### config.mk
export PLATFORM = sky130hd
export DESIGN_NAME = muldiv_unit
export DESIGN_NICKNAME = d
export VERILOG_FILES = /design/src/rtl/muldiv_unit.sv
export SDC_FILE = /design/constraint.sdc
export NUM_CORES = 2
export LEC_CHECK = 0
export CAP_MARGIN = 25
export CORE_MARGIN = 2
export CORE_UTILIZATION = 26
export DETAILED_ROUTE_END_ITERATION = 7
export SLEW_MARGIN = 40
export SYNTH_ARGS = -nofsm -noshare
export SYNTH_HDL_FRONTEND = slang
export SYNTH_SLANG_ARGS = --single-unit
### constraint.sdc
create_clock -name clk -period 11.75 [get_ports clk]
set_clock_uncertainty 0.05 [all_clocks]
set_input_delay 2.35 -clock clk [delete_from_list [all_inputs] [get_ports clk]]
set_output_delay 2.35 -clock clk [all_outputs]
set_load 0.005 [all_outputs]
### src/rtl/muldiv_unit.sv
// muldiv_unit: multi-cycle multiply/divide engine for the execute stage.
// Divides use a radix-2 restoring loop on operand magnitudes with a signed
// fix-up on the final iteration. Multiplies form the full product from the
// latched operands and commit it after MUL_LAT cycles. Results stay on hi_o/lo_o
// until the next completed operation or reset.
module muldiv_unit #(
  parameter int WIDTH   = 32,  // even, >= 4
  parameter int MUL_LAT = 3    // >= 1
) (
  input  logic             clk,
  input  logic             rst,
  input  logic             start_div_i,
  input  logic             start_mul_i,
  input  logic             sign_i,
  input  logic             annul_i,
  input  logic [WIDTH-1:0] a_i,
  input  logic [WIDTH-1:0] b_i,
  output logic             busy_o,
  output logic             done_o,
  output logic [WIDTH-1:0] hi_o,
  output logic [WIDTH-1:0] lo_o,
  output logic             dbz_o
);

  localparam int CNT_W  = $clog2(WIDTH) + 1;
  localparam int MCNT_W = (MUL_LAT > 1) ? $clog2(MUL_LAT) : 1;
  localparam logic [CNT_W-1:0]  DIV_LAST = CNT_W'(WIDTH - 1);
  localparam logic [MCNT_W-1:0] MUL_LAST = MCNT_W'(MUL_LAT - 1);

  typedef enum logic [1:0] {IDLE, DIV, MUL, DONE} state_e;

  state_e              state_q, state_d;
  logic [CNT_W-1:0]    cnt_q, cnt_d;
  logic [MCNT_W-1:0]   mcnt_q, mcnt_d;
  logic                sign_q, sign_d;
  logic [WIDTH-1:0]    a_q, a_d;
  logic [WIDTH-1:0]    b_q, b_d;
  logic [WIDTH-1:0]    quo_q, quo_d;     // dividend shifts out, quotient shifts in
  logic [WIDTH-1:0]    rem_q, rem_d;     // partial remainder (magnitude)
  logic [WIDTH-1:0]    dvs_q, dvs_d;     // divisor magnitude
  logic                quo_neg_q, quo_neg_d;
  logic                rem_neg_q, rem_neg_d;
  logic [WIDTH-1:0]    hi_q, hi_d;
  logic [WIDTH-1:0]    lo_q, lo_d;
  logic                dbz_q, dbz_d;

  logic [WIDTH-1:0]    a_mag, b_mag;
  logic [WIDTH:0]      rem_shift, rem_diff;
  logic [WIDTH-1:0]    quo_step, rem_step, quo_fix, rem_fix;
  logic [2*WIDTH-1:0]  mul_a, mul_b, product;

  // Operand magnitudes at accept; the most-negative value maps onto itself,
  // which is the correct unsigned magnitude 2^(WIDTH-1).
  always_comb begin
    a_mag = (sign_i && a_i[WIDTH-1]) ? -a_i : a_i;
    b_mag = (sign_i && b_i[WIDTH-1]) ? -b_i : b_i;
  end

  // One restoring-division step plus the signed fix-up of its result.
  always_comb begin
    rem_shift = {rem_q, quo_q[WIDTH-1]};
    rem_diff  = rem_shift - {1'b0, dvs_q};
    if (rem_diff[WIDTH]) begin
      rem_step = rem_shift[WIDTH-1:0];
      quo_step = {quo_q[WIDTH-2:0], 1'b0};
    end else begin
      rem_step = rem_diff[WIDTH-1:0];
      quo_step = {quo_q[WIDTH-2:0], 1'b1};
    end
    quo_fix = quo_neg_q ? -quo_step : quo_step;
    rem_fix = rem_neg_q ? -rem_step : rem_step;
  end

  // Full-width product of the latched operands, sign- or zero-extended.
  always_comb begin
    mul_a   = {{WIDTH{sign_q & a_q[WIDTH-1]}}, a_q};
    mul_b   = {{WIDTH{sign_q & b_q[WIDTH-1]}}, b_q};
    product = mul_a * mul_b;
  end

  // Next-state, work-register and result-register logic.
  // NOTE: every variable gets its hold value first, so no path can infer a latch.
  always_comb begin
    state_d   = state_q;
    cnt_d     = cnt_q;
    mcnt_d    = mcnt_q;
    sign_d    = sign_q;
    a_d       = a_q;
    b_d       = b_q;
    quo_d     = quo_q;
    rem_d     = rem_q;
    dvs_d     = dvs_q;
    quo_neg_d = quo_neg_q;
    rem_neg_d = rem_neg_q;
    hi_d      = hi_q;
    lo_d      = lo_q;
    dbz_d     = dbz_q;

    case (state_q)
      IDLE: begin
        if (!annul_i && (start_div_i || start_mul_i)) begin
          state_d   = start_div_i ? DIV : MUL;  // divide wins a tie
          a_d       = a_i;
          b_d       = b_i;
          sign_d    = sign_i;
          quo_d     = a_mag;
          rem_d     = '0;
          dvs_d     = b_mag;
          quo_neg_d = sign_i & (a_i[WIDTH-1] ^ b_i[WIDTH-1]);
          rem_neg_d = sign_i & a_i[WIDTH-1];
          cnt_d     = '0;
          mcnt_d    = '0;
        end
      end
      DIV: begin
        if (annul_i) begin
          state_d = IDLE;
        end else if (dvs_q == '0) begin
          state_d = DONE;
          hi_d    = a_q;
          lo_d    = '1;
          dbz_d   = 1'b1;
        end else begin
          quo_d = quo_step;
          rem_d = rem_step;
          cnt_d = cnt_q + 1'b1;
          if (cnt_q == DIV_LAST) begin
            state_d = DONE;
            hi_d    = rem_fix;
            lo_d    = quo_fix;
            dbz_d   = 1'b0;
          end
        end
      end
      MUL: begin
        if (annul_i) begin
          state_d = IDLE;
        end else begin
          mcnt_d = mcnt_q + 1'b1;
          if (mcnt_q == MUL_LAST) begin
            state_d = DONE;
            hi_d    = product[2*WIDTH-1:WIDTH];
            lo_d    = product[WIDTH-1:0];
            dbz_d   = 1'b0;
          end
        end
      end
      DONE:    state_d = IDLE;
      default: state_d = IDLE;
    endcase
  end

  // State and datapath registers with synchronous reset.
  // NOTE: sequential state uses non-blocking assignments so all flops sample pre-edge values.
  always_ff @(posedge clk) begin
    if (rst) begin
      // NOTE: work registers are reset too, so no X can ever reach hi_o/lo_o.
      state_q   <= IDLE;
      cnt_q     <= '0;
      mcnt_q    <= '0;
      sign_q    <= 1'b0;
      a_q       <= '0;
      b_q       <= '0;
      quo_q     <= '0;
      rem_q     <= '0;
      dvs_q     <= '0;
      quo_neg_q <= 1'b0;
      rem_neg_q <= 1'b0;
      hi_q      <= '0;
      lo_q      <= '0;
      dbz_q     <= 1'b0;
    end else begin
      state_q   <= state_d;
      cnt_q     <= cnt_d;
      mcnt_q    <= mcnt_d;
      sign_q    <= sign_d;
      a_q       <= a_d;
      b_q       <= b_d;
      quo_q     <= quo_d;
      rem_q     <= rem_d;
      dvs_q     <= dvs_d;
      quo_neg_q <= quo_neg_d;
      rem_neg_q <= rem_neg_d;
      hi_q      <= hi_d;
      lo_q      <= lo_d;
      dbz_q     <= dbz_d;
    end
  end

  assign busy_o = (state_q == DIV) || (state_q == MUL);
  assign done_o = (state_q == DONE);
  assign hi_o   = hi_q;
  assign lo_o   = lo_q;
  assign dbz_o  = dbz_q;

endmodule

* Yosys cells after proc, flatten, opt, wreduce, memory -nomap -nowiden
Cells that the tools add are included. Widths: inputs -> output; s select.
Cells by class: reduce and logical (&&, ||, !) cells 16, equal/unequal tests 13, muxes and demuxes 47, bitwise logic cells 5, $add $sub $neg 7, multiply operators 1
Operator list (count):
- $mux 32 | 21
- $pmux 32 s2 | 4
- $neg 32->32 | 4
- $mul 33x33->64 | 1
- $sub 33x32->33 | 1
- $logic_not 32->1 | 1
- $mux 2 | 9
- $mux 6 | 3
- $pmux 6 s2 | 1
- $ne 2x2->1 const B | 5
- $pmux 2 s4 | 1
- $add 6x1->6 const B | 1
- $eq 2x2->1 const B | 3
- $eq 6x5->1 const B | 1
- $mux 1 | 6
- $ne 3x3->1 const B | 2
- $reduce_and 3->1 | 2
- $reduce_bool 2->1 | 3
- $reduce_and 5->1 | 1
- $and 1x1->1 | 4
- $ne 4x4->1 const B | 1
- $pmux 2 s2 | 1
- $reduce_and 4->1 | 1
- $logic_and 1x1->1 | 3
- 8 further kinds | 9
Word-level totals: output and inout port bits 67, word-level logic and storage cells 103, register bits after elaboration 238

* Logic depth before layout (Yosys ltp)
depth in word-level cells 8, mapped depth 32, gate-level depth less buffers 30

* Least setup slack after synthesis
Ideal clock, no wire load.
path kind flip-flop to flip-flop, from register a_q[31], to register hi_q[20], in the netlist hi_o[20], cell stages (with the launch flop) 29, period minus slack after synthesis 8.030 ns, path slack 3.720 ns, library setup time 0.086 ns, arrival 7.895 ns, cell sequence dfxtp_1 clkbuf_1 and2_1 clkbuf_1 nand2_1 inv_1 fa_1 fa_1 fa_1 inv_1 fa_1 inv_1 fa_1 fa_1 fa_1 inv_1 fa_1 inv_1 ha_1 nand2_1 nor2_1 and3_1 a2111o_1 a31oi_1 o21ai_0 a21oi_1 xor2_1 a221o_1 a211oi_1
On the way: cells in the longest elaborated chain, start to end 5
RTL lines:
- start: declaration | line 36 | logic [WIDTH-1:0] a_q, a_d;
- start signal: assignment | line 162 | a_q <= '0;
- start signal: assignment | line 177 | a_q <= a_d;
- $and 1x1->1 | line 76 | mul_a = {{WIDTH{sign_q & a_q[WIDTH-1]}}, a_q};
- $mul 33x33->64 * | line 78 | product = mul_a * mul_b;
- $mux 32 * | line 140 | if (mcnt_q == MUL_LAST) begin
- $mux 32 * | line 136 | if (annul_i) begin
- $pmux 32 s2 * | line 99 | case (state_q)
- end signal: assignment | line 184 | hi_q <= hi_d;
- end: declaration | line 43 | logic [WIDTH-1:0] hi_q, hi_d;
Mark *: on every way between the ends. The rest lies on a longest branch, timed or not. The select of a mux whose other input is x is not followed. A chain may end at the register's enable or synchronous reset.

* Worst setup path after layout
from register sign_q, to register hi_q[20], in the netlist hi_o[20]
On the way: cells in the longest elaborated chain, start to end 5
RTL lines:
- start: declaration | line 35 | logic sign_q, sign_d;
- start signal: assignment | line 176 | sign_q <= sign_d;
- $and 1x1->1, on equally long branches | line 76, 77
- $mul 33x33->64 * | line 78
- $mux 32 * | line 140
- $mux 32 * | line 136
- $pmux 32 s2 * | line 99
Marked as above.

==> flow_metrics.env <==
export IMPL_cp_required_ns=12.23
export IMPL_cts_hold_buf=0
export IMPL_r2r_slack_ns=2.19
export IMPL_syn_area_mm2=0.0526
export IMPL_cp_startpoint="sign_q$_SDFFE_PP0P_"
export IMPL_wl_met3_um=10400
export IMPL_p_leak_nw=26.0
export IMPL_yosysTopAreaCellShare=0.429
export IMPL_grt_pass1_vias=44446
export IMPL_initial_core_util=0.261
export IMPL_die_w_um=454
export IMPL_finalHoldViolations=0
export IMPL_grt_start_max_net_pins=99
export IMPL_crit_top_cell="fa_1"
export IMPL_grt_overflow_total=0
export IMPL_wirelength_um=160000
export IMPL_syn_nets=7628
export IMPL_gp_congestion=0.909
export IMPL_synth_area_per_cell_um2=8.51
export IMPL_slowest_stage="fa_1"
export IMPL_fin_crit_ns=9.56
export IMPL_dr_wl_met2_um=77600
export IMPL_rows=165
export IMPL_pin_count=137
export IMPL_finalSetupViolations=0
export IMPL_hold_slack_ns=0.408
export IMPL_cts_root_buffer="clkbuf_16"
export IMPL_post_cts_buffers=0
export IMPL_layout_commonest_cell="inv_1"
export IMPL_synth_ff_type="dfxtp_1"
export IMPL_drt_iter0_markers=3285
export IMPL_startpoint_type="flop"
export IMPL_p_per_area_mw_per_mm2=88.2
export IMPL_post_cts_resized=0
export IMPL_finalSetupTns_ns=0
export IMPL_clk_latency_ns=0.62
export IMPL_vdd_drop_max_v=0.000114
export IMPL_drt_met1_wl_um=65100
export IMPL_port_buffers=136
export IMPL_hp_class="reg2reg"
export IMPL_cts_buffers=27
export IMPL_ys_seq_elements=237
export IMPL_critical_path_endpoint="hi_o[20]$_SDFFE_PP0P_"
export IMPL_grt_pass1_wl_um=255000
export IMPL_first_pass_iters=7
export IMPL_hpwl_um=128000
export IMPL_relSlewSlack=0.406
export IMPL_timing_final_crit_share=0.813
export IMPL_reg2reg_to="hi_o[20]$_SDFFE_PP0P_"
export IMPL_synth_edf_count=0
export IMPL_hold_path_depth=2
export IMPL_r2r_cells=27
export IMPL_viasPerCell=4.82
export IMPL_rsz0062_at_grt="false"
export IMPL_slowest_delay_ns=0.64
export IMPL_synth_area_leader_cell="fa_1"
export IMPL_synth_async_reset_ratio=0
export IMPL_dr_total_vias=42082
export IMPL_yosysUniqueCellTypes=82
export IMPL_clkTransAtPathRegs_ns=0.06
export IMPL_core_area_mm2=0.201
export IMPL_htree_levels=1
export IMPL_rr_startpoint="sign_q$_SDFFE_PP0P_"
export IMPL_antenna_found_initial=2
export IMPL_status="completed"
export IMPL_worst_slew_pin_slew_ns=0.880
export IMPL_cts_sinks=237
export IMPL_die_area_mm2=0.206
export IMPL_worstPathArrival_ns=10.04
export IMPL_mostFrequentLayoutCells="inv_1, fa_1, nand2_1, and2_1, a21oi_1"
export IMPL_die_y_um=454
export IMPL_fmax_ghz=0.105
export IMPL_grt_util_all_layers=0.156
export IMPL_highest_layer="met4"
export IMPL_area_delta_synth_final_pct=9.31
export IMPL_crit_path_max_fanout=22
export IMPL_ant_nets=0
export IMPL_synth_cells=6178
export IMPL_ys_warn_count=0
export IMPL_fin_nets=7492
export IMPL_yosysSeqAreaShare=0.0903
export IMPL_end_kind="flop"
export IMPL_max_cap_viol_count=0
export IMPL_cts_tree="done"
export IMPL_drv_slew=0
export IMPL_clk_path_buf_depth=3
export IMPL_drc=0
export IMPL_critPathKind="reg2reg"
export IMPL_wl_per_cell_um=18.3
export IMPL_final_layout_size_suffix_gt1_frac=0.0332
export IMPL_synth_area_leaders="fa_1, dfxtp_1, inv_1, nand2_1, ha_1"
synth_stat cells (21+ instances only):
| master | instances |
|---|---|
| a211oi_1 | 68 |
| a21o_1 | 49 |
| a21oi_1 | 265 |
| a221oi_1 | 22 |
| a31oi_1 | 53 |
| and2_1 | 354 |
| and3_1 | 33 |
| clkbuf_1 | 370 |
| dfxtp_1 | 237 |
| fa_1 | 1126 |
| ha_1 | 254 |
| inv_1 | 1191 |
| nand2_1 | 1058 |
| nand3_1 | 65 |
| nand4_1 | 21 |
| nor2_1 | 236 |
| nor3_1 | 59 |
| nor4_1 | 29 |
| o21ai_0 | 110 |
| o21bai_1 | 21 |
| o31ai_1 | 29 |
| xnor2_1 | 123 |
| xor2_1 | 84 |
per-stage QoR:
| stage | total power [mW] | instance area, um^2 | util | std cells | setup slack (ns) |
|---|---|---|---|---|---|
| after CTS | 5.05 | 57400 | 0.285 | 8732 | 2.02 |
| after global placement | 4.09 | 56500 | 0.281 | 8685 | 2.09 |
| after global routing | 5.43 | 57500 | 0.285 | 8733 | 1.71 |
| after floorplan | 3.07 | 52600 | - | 6178 | 3.72 |
| final | 5.07 | 57500 | 0.285 | 8736 | 2.19 |
| after detailed placement | 4.15 | 56600 | 0.281 | 8685 | 2.08 |
area by class of cell:
| class | count | area [um^2] |
|---|---|---|
| diodes | 4 | 10.0 |
| clock buffers | 33 | 708 |
| clock inverters | 14 | 160 |
| fillers | 21524 | 144000 |
| inverters | 1192 | 4470 |
| multi-input cells | 4355 | 41900 |
| flip-flops and latches | 237 | 4760 |
| well taps | 2672 | 3340 |
| repair buffers | 229 | 2070 |
state kept, by name, summed over array words and instances (netlist names):
register,cells
cnt_q,6
rem_q,32
hi_o,32
lo_o,32
rem_neg_q,1
dvs_q,31
quo_q,32
sign_q,1
b_q,32
dbz_o,1
mcnt_q,2
quo_neg_q,1
state_q,2
a_q,32
critical path: cells and delay by family, from the launching register on:
kind	cells	cell delay [ns]
simple gates	5	1.29
compound gates	6	2.13
xor+xnor	1	0.14
flops	1	0.31
fa+ha+maj	9	4.45
buf+inv	6	1.07
cell families (layout without fill, tap and decap cells):
family                   count (synthesis)  in the layout  share of synthesized area
XOR/XNOR                               207            207                     0.0345
buffers and inverters                 1586           1468                      0.114
AND/OR/NAND/NOR                       1969           1969                      0.172
other                                    0              4                          0
multiplexers                            22             22                    0.00426
adder cells (fa/ha/maj)               1380           1380                      0.489
flip-flops                             237            237                     0.0903
AO/OA/AOI/OAI                          777            777                     0.0959
how the worst min path moves through the flow:
stage	from	end	slack [ns]
floorplan	hi_o[1]$_SDFFE_PP0P_	hi_o[1]$_SDFFE_PP0P_	0.40
global route	b_q[11]$_SDFFE_PP0P_	b_q[11]$_SDFFE_PP0P_	0.43
detailed placement	b_q[11]$_SDFFE_PP0P_	b_q[11]$_SDFFE_PP0P_	0.40
finish	b_q[11]$_SDFFE_PP0P_	b_q[11]$_SDFFE_PP0P_	0.41
global placement	lo_o[17]$_SDFFE_PP0P_	lo_o[17]$_SDFFE_PP0P_	0.39
CTS	b_q[11]$_SDFFE_PP0P_	b_q[11]$_SDFFE_PP0P_	0.41
where the power goes:
part / internal, mW / switching, mW
Combinational: 1.04 / 2.06
Clock: 0.478 / 0.420
Sequential: 0.912 / 0.159
Total: 2.43 / 2.64
layer usage:
| layer | GRT usage | up-vias |
|---|---|---|
| li1 | - | 18616 |
| met1 | 0.205 | 21670 |
| met2 | 0.266 | 1501 |
| met3 | 0.0161 | 295 |
| met4 | 0.0556 | 0 |
| met5 | 0 | - |
Note: power is estimated with default switching activity, not from simulation.
